<file path="src/rtl/dff_ram_8x72_arbiter.sv">
// Two-requester round-robin front end for the single-port 8x72 DFF RAM.
// Grants are combinational. Accepted requests are registered onto the RAM port.
// Read tags travel a latency-matched pipeline so data goes back to the issuer.

// Read-return capture for one requester: latches RAM data on its tag slot, pulses valid next cycle.
module dff_ram_8x72_arbiter_rret #(
  parameter int DW = 72
) (
  input  logic          clk,
  input  logic          rst_n,
  input  logic          cap,
  input  logic [DW-1:0] ram_rdata,
  output logic          rvalid,
  output logic [DW-1:0] rdata
);
  logic          rvalid_q, rvalid_d;
  logic [DW-1:0] rdata_q, rdata_d;

  // next-state: capture on tag hit, otherwise hold data
  always_comb begin
    rvalid_d = cap;
    rdata_d  = cap ? ram_rdata : rdata_q;
  end

  // capture registers
  always_ff @(posedge clk or negedge rst_n) begin
    if (!rst_n) begin
      rvalid_q <= 1'b0;
      rdata_q  <= '0;
    end else begin
      rvalid_q <= rvalid_d;
      rdata_q  <= rdata_d;
    end
  end

  assign rvalid = rvalid_q;
  assign rdata  = rdata_q;
endmodule

module dff_ram_8x72_arbiter #(
  parameter int AW     = 3,
  parameter int DW     = 72,
  parameter int RD_LAT = 1   // 1..4
) (
  input  logic          clk,
  input  logic          rst_n,
  input  logic          req_a,
  input  logic          we_a,
  input  logic [AW-1:0] addr_a,
  input  logic [DW-1:0] wdata_a,
  output logic          gnt_a,
  output logic          rvalid_a,
  output logic [DW-1:0] rdata_a,
  input  logic          req_b,
  input  logic          we_b,
  input  logic [AW-1:0] addr_b,
  input  logic [DW-1:0] wdata_b,
  output logic          gnt_b,
  output logic          rvalid_b,
  output logic [DW-1:0] rdata_b,
  output logic          ram_wr_n,
  output logic [AW-1:0] ram_address,
  output logic [DW-1:0] ram_wdata,
  input  logic [DW-1:0] ram_rdata
);
  localparam int NUM_REQ = 2;

  typedef struct packed {
    logic          we;
    logic [AW-1:0] addr;
    logic [DW-1:0] wdata;
  } req_t;

  req_t req_sel;
  logic any_gnt;
  logic rd_push;

  // 1 = B was granted most recently, so A wins the next tie
  logic last_b_q, last_b_d;

  logic          ram_wr_n_q, ram_wr_n_d;
  logic [AW-1:0] ram_address_q, ram_address_d;
  logic [DW-1:0] ram_wdata_q, ram_wdata_d;

  // Slot 0 covers the issue cycle; slot RD_LAT lines up with valid ram_rdata.
  logic [RD_LAT:0] vld_pipe_q, vld_pipe_d;
  logic [RD_LAT:0] id_pipe_q, id_pipe_d;

  logic [NUM_REQ-1:0]         cap;
  logic [NUM_REQ-1:0]         rvalid;
  logic [NUM_REQ-1:0][DW-1:0] rdata;

  // round-robin grant and request mux
  always_comb begin
    gnt_a   = req_a & (~req_b | last_b_q);
    gnt_b   = req_b & (~req_a | ~last_b_q);
    any_gnt = gnt_a | gnt_b;
    req_sel = gnt_b ? '{we: we_b, addr: addr_b, wdata: wdata_b}
                    : '{we: we_a, addr: addr_a, wdata: wdata_a};
    rd_push = any_gnt & ~req_sel.we;
  end

  // next-state: pointer, RAM issue registers, read-tag shift
  always_comb begin
    last_b_d      = last_b_q;
    ram_wr_n_d    = 1'b1;
    ram_address_d = ram_address_q;
    ram_wdata_d   = ram_wdata_q;
    if (any_gnt) begin
      last_b_d      = gnt_b;
      ram_wr_n_d    = ~req_sel.we;
      ram_address_d = req_sel.addr;
      ram_wdata_d   = req_sel.wdata;
    end
    vld_pipe_d = {vld_pipe_q[RD_LAT-1:0], rd_push};
    id_pipe_d  = {id_pipe_q[RD_LAT-1:0], gnt_b};
  end

  // state registers; reset drops any pending write strobe and in-flight tags
  always_ff @(posedge clk or negedge rst_n) begin
    if (!rst_n) begin
      last_b_q      <= 1'b1;
      ram_wr_n_q    <= 1'b1;
      ram_address_q <= '0;
      ram_wdata_q   <= '0;
      vld_pipe_q    <= '0;
      id_pipe_q     <= '0;
    end else begin
      last_b_q      <= last_b_d;
      ram_wr_n_q    <= ram_wr_n_d;
      ram_address_q <= ram_address_d;
      ram_wdata_q   <= ram_wdata_d;
      vld_pipe_q    <= vld_pipe_d;
      id_pipe_q     <= id_pipe_d;
    end
  end

  // route the mature tag to its requester
  always_comb begin
    cap[0] = vld_pipe_q[RD_LAT] & ~id_pipe_q[RD_LAT];
    cap[1] = vld_pipe_q[RD_LAT] &  id_pipe_q[RD_LAT];
  end

  for (genvar g = 0; g < NUM_REQ; g++) begin : g_rret
    dff_ram_8x72_arbiter_rret #(.DW(DW)) u_rret (
      .clk       (clk),
      .rst_n     (rst_n),
      .cap       (cap[g]),
      .ram_rdata (ram_rdata),
      .rvalid    (rvalid[g]),
      .rdata     (rdata[g])
    );
  end

  assign rvalid_a    = rvalid[0];
  assign rdata_a     = rdata[0];
  assign rvalid_b    = rvalid[1];
  assign rdata_b     = rdata[1];
  assign ram_wr_n    = ram_wr_n_q;
  assign ram_address = ram_address_q;
  assign ram_wdata   = ram_wdata_q;
endmodule

</file>
<file path="config.mk">
export PLATFORM = sky130hd
export DESIGN_NAME = dff_ram_8x72_arbiter
export DESIGN_NICKNAME = d
export VERILOG_FILES = /design/src/rtl/dff_ram_8x72_arbiter.sv
export SDC_FILE = /design/constraint.sdc
export NUM_CORES = 1
export LEC_CHECK = 0
export ABC_AREA = 1
export CAP_MARGIN = 20
export CORE_AREA = 2 2 176 178
export DETAILED_ROUTE_END_ITERATION = 8
export DIE_AREA = 0 0 178 180
export GPL_TIMING_DRIVEN = 1
export PLACE_DENSITY = 0.67
export SYNTH_ARGS = -nofsm -noshare
export SYNTH_HDL_FRONTEND = slang
export SYNTH_SLANG_ARGS = --single-unit
</file>
<file path="constraint.sdc">
create_clock -name clk -period 1.25 [get_ports clk]
set_clock_uncertainty 0.2 [all_clocks]
set_input_delay 0.125 -clock clk [delete_from_list [all_inputs] [get_ports clk]]
set_output_delay 0.125 -clock clk [all_outputs]
set_load 0.01 [all_outputs]
</file>
# Yosys cells after proc, flatten, opt, wreduce, memory -nomap -nowiden
# Index checks and enable logic that the tools add are counted.
totals:
  reg_bits: 227
  out_inout_bits: 224
  elab_cells: 25
  inputBits: 228
classes:
  bitwise: 13
  n_mux: 2
ops:
  columns: ["cell", "count"]
  rows:
  - ["$mux 76", 1]
  - ["$and 1x1->1", 5]
  - ["$not 1->1", 5]
  - ["$or 1x1->1", 3]
  - ["$mux 1", 1]

# Logic depth before layout (Yosys ltp)
# Gate-level depths: netlist (run 1).
depth:
  ltp_word: 6
  depth_mapped: 8
  depth_no_buf: 5

# Hierarchy
# From an unflattened synthesis (run 1), not the netlist that was laid out.
unflattened:
  hier_cells: 1219
  hier_area_um2: 10158.5
by_module_without_submodules:
  columns: ["mod", "n_inst", "area_each_um2", "cells_each", "seq_area_each_um2"]
  rows:
  - ["dff_ram_8x72_arbiter_rret", 2, 2773.9, 305, 1826.8]
  - ["dff_ram_8x72_arbiter", 1, 4610.7, 609, 2029.4]

# Least setup slack after synthesis (run 1)
# OpenSTA, ideal clock, no wires.
synth_path:
  kind: "reg2reg"
  startpoint: "reg last_b_q"
  endpoint: "reg ram_wdata_q[66], in the netlist ram_wdata[66]"
  n_path_buf: 2
  slack_ns: -0.136
  setup_time_ns: 0.117
  period_less_slack_ns: 1.386
  arrival_time_ns: 1.069
  t_required_ns: 0.933
  stages_incl_launch_ff: 8
  cell_sequence: "dfstp_2 nand2_4 nand2_2 buf_6 buf_6 nand2_1 nand2_1 nand2_1"
synth_between:
  elab_chain_cells: 4
  elab_cells_between_ends: 7
  cone_classes: "mux: 1; bitwise: 6"
synth_lines:
  columns: ["element", "line", "source"]
  rows:
  - ["start: declaration", "79", "logic last_b_q, last_b_d;"]
  - ["start signal: assignment", "129", "last_b_q <= last_b_d;"]
  - ["$not 1->1", "96", "gnt_b = req_b & (~req_a | ~last_b_q);"]
  - ["$or 1x1->1", "96", null]
  - ["$and 1x1->1", "96", null]
  - ["$mux 76 / $or 1x1->1 (equally long branches)", "98, 97", null]
  - ["end signal: assignment", "132", "ram_wdata_q <= ram_wdata_d;"]
  - ["end: declaration", "83", "logic [DW-1:0] ram_wdata_q, ram_wdata_d;"]
# Several ways; a longest one is shown, not always the timed one.
# A chain may end at the register's enable or synchronous reset.

# Final worst setup path (run 1)
layout_path:
  startpoint: "reg last_b_q"
  endpoint: "out gnt_b"
layout_between:
  elab_chain_cells: 3
layout_lines:
  columns: ["element", "line", "source"]
  rows:
  - ["$not 1->1", "96", null]
  - ["$or 1x1->1", "96", null]
  - ["$and 1x1->1", "96", null]
  - ["end: declaration", "58", "output logic gnt_b,"]
# No other way between the ends.

==> results.cfg, run 1 <==
[die]
core-area_sq_um = 30200
rows = 64
chipWidth_microns = 178
start_util_pct = 33.2
ios = 452
die-area_sq_um = 32000
die_y_microns = 180

[hold_path]
whs_path_depth = 3
hold_path.class = input pin to flip-flop
whs_endpoint = id_pipe_q[0]$_DFF_PN0_
hold_start = req_b

[synthesis]
ys_seq_area_share_pct = 56.7
synthArstFlopShare_pct = 100
syn_nets = 1447
synth_area_leaders = dfrtp_1 (56%), nand2_1 (17%), o21ai_0 (7.2%)
ys_warn_count = 0
synth_area_leader_cell = dfrtp_1
synthFlopType = dfrtp_1
post_synth_num_cell_types = 17
yosysTopAreaCellShare_pct = 56.2
synth_enable_flop_cells = 0
syn_avg_cell_area_sq_um = 8.22
netlist_instances = 1219
synth_commonest_cells = nand2_1 (450), dfrtp_1 (225), inv_1 (151)
ys_ff_latch = 227
syn_area_sq_um = 10000
synth_most_common_cell = nand2_1

[detailed_routing]
drcViolationCount = 0
via_per_inst = 4.99
ant_nets = 0
vias = 11400
drtIter0Drc = 708
drtPass1Iterations = 5
wl_microns = 46200
wl_per_cell_microns = 20.1

[global_route]
grt_usage_pct = 24.0
grt_pass1_vias = 10900
grt_max_degree = 61
antenna_found_initial = 3
overflow = 0
grt_pass1_wl_microns = 60200

[critical_path]
worstPathMaxFanout = 3
r2r_end = ram_wdata[1]$_DFFE_PN0P_
r2r_start = last_b_q$_DFFE_PN1P_
cp-start-kind = flip-flop
crit_required_ns = 0.93
crit_path_end_kind = output port
path_class = flip-flop to output port
crit_arrival_ns = 1.40
reg2reg_depth = 8
r2r_slack_ns = -0.46

[placement]
numPortBuffers = 451
dp_hpwl_microns = 26700
pre_cts_slack_ns = -0.626
gp_congestion = 0.884

[timing]
fin_ws_ns = -0.474
max_freq_mhz = 580
period_minus_slack_ns = 1.72
finalMaxSlewViolations = 0
hold_viol_final = 25
max_slew_margin_pct = 74.1
rsz0062_at_grt = true
finalSetupViolations = 447
worstMarginPinSlew_ns = 0.389
hold-worst-slack_ns = -0.267
fin_crit_sh_pct = 138
tns_ns = -83.95

[power]
ir_drop_mv = 0.861
leakagePower_nw = 9.91
p_per_area_nw_per_um2 = 1430

[outcome]
status = finished with violations
violations = hold timing, setup timing

[job]
max_cap_violations = 0

[finish]
area_growth_pct = 91.9
layout.nets = 2103
final_layout_size_suffix_gt1_share_pct = 35.3

[clock_network]
clock_latency_ns = 0.52
clock_sinks = 227
tritoncts = built
root_buffer = clkbuf_16
ctsHoldBuffers = 53
clk_pin_slew_ns = 0.06
cts_made_buffers = 25
cts_buffer_depth = 3
htree_levels = 1
critical path: stages (launching register included):
cell     delay (ns)
dfstp_2        0.56
nand2_4        0.08
nand2_4        0.09
inv_4          0.04
buf_6          0.11
worst max path at each step:
stage | endpoint | depth (start not counted) | from
4_1_cts | gnt_b | 4 | last_b_q$_DFFE_PN1P_
3_3_place_gp | gnt_a | 5 | req_a
2_1_floorplan | ram_wdata[66]$_DFFE_PN0P_ | 7 | last_b_q$_DFFE_PN1P_
5_1_grt | gnt_b | 4 | last_b_q$_DFFE_PN1P_
6_report | gnt_b | 4 | last_b_q$_DFFE_PN1P_
3_5_place_dp | gnt_a | 5 | req_a
metal layers:
metal	global-route usage [%]	routed length, microns	part of all wire, %
met4	10.3	2120	4.6
met1	28.6	17000	37
met5	0	0	0
met3	7.09	4390	9.5
met2	40.0	22700	49
cell families after synthesis:
group / count (synthesis) / synth area share (%)
buffers and inverters: 240 / 10.3
AND/OR/NAND/NOR: 608 / 25.8
flip-flops: 227 / 56.7
AO/OA/AOI/OAI: 144 / 7.20
registers in the layout, indices dropped and copies added (netlist names):
name,cells
vld_pipe_q,2
ram_wr_n,1
last_b_q,1
g_rret.u_rret.rvalid,2
ram_address,3
id_pipe_q,2
ram_wdata,72
g_rret.u_rret.rdata,144
where the power goes:
group | internal (W) | leakage (nW) | total (W) | switching, W
clock | 0.00423 | 0.397 | 0.00730 | 0.00307
combinational | 0.00544 | 6.75 | 0.0102 | 0.00477
sequential | 0.00882 | 2.76 | 0.0100 | 0.00119
total | 0.0185 | 9.91 | 0.0275 | 0.00902
cell usage in the layout (no fill, tap or decap), types with 16 or more instances in the layout:
| master | netlist | routed |
|---|---|---|
| buf_6 | 4 | 125 |
| buf_12 | 0 | 29 |
| buf_2 | 42 | 114 |
| nand4_1 | 75 | 75 |
| o21ai_0 | 144 | 25 |
| o21ai_1 | 0 | 47 |
| nand2_1 | 450 | 347 |
| clkbuf_16 | 0 | 42 |
| nand2_2 | 2 | 52 |
| inv_1 | 151 | 147 |
| nand3_1 | 75 | 71 |
| buf_8 | 0 | 16 |
| clkdlybuf4s50_1 | 0 | 225 |
| buf_4 | 12 | 112 |
| dfrtp_1 | 225 | 223 |
| o21ai_2 | 0 | 72 |
| dlygate4sd3_1 | 0 | 53 |
| nand2_4 | 1 | 52 |
timing repair:
action                     in CTS  in global routing
buffers inserted               81                 28
pin swaps                       3                  9
setup endpoints to repair     444                445
resized for setup            1074                419
cloned                         13                 35
hold endpoints to repair      316                 25
area by class of cell:
| cell class | instances | area (sq um) |
|---|---|---|
| diodes | 5 | 12.5 |
| multi-input cells | 762 | 4340 |
| clock buffers | 37 | 731 |
| inverters | 152 | 586 |
| clock inverters | 7 | 63.8 |
| fillers | 2317 | 11000 |
| flip-flops and latches | 227 | 5690 |
| well taps | 396 | 495 |
| repair buffers | 707 | 7310 |
stage by stage:
step	cells	util (%)	power (W)	area, sq um
finish	2293	63.7	0.0275	19200
global route	2290	63.6	0.0287	19200
CTS	2226	57.0	0.0253	17200
detailed placement	2037	50.5	0.0172	15200
global placement	2037	50.5	0.0171	15200
floorplan	1219	-	0.0123	10100
No activity file was read; power rests on OpenSTA's default activity.
==> run 2, diff against run 1 <==
--- a/config.mk
+++ b/config.mk
@@ -6,7 +6,6 @@
 export NUM_CORES = 1
 export LEC_CHECK = 0
 export ABC_AREA = 1
-export CAP_MARGIN = 20
 export CORE_AREA = 2 2 176 178
 export DETAILED_ROUTE_END_ITERATION = 8
 export DIE_AREA = 0 0 178 180
==> results of run 2 <==
Final layout, timing and power as in run 1 (identical DEF).
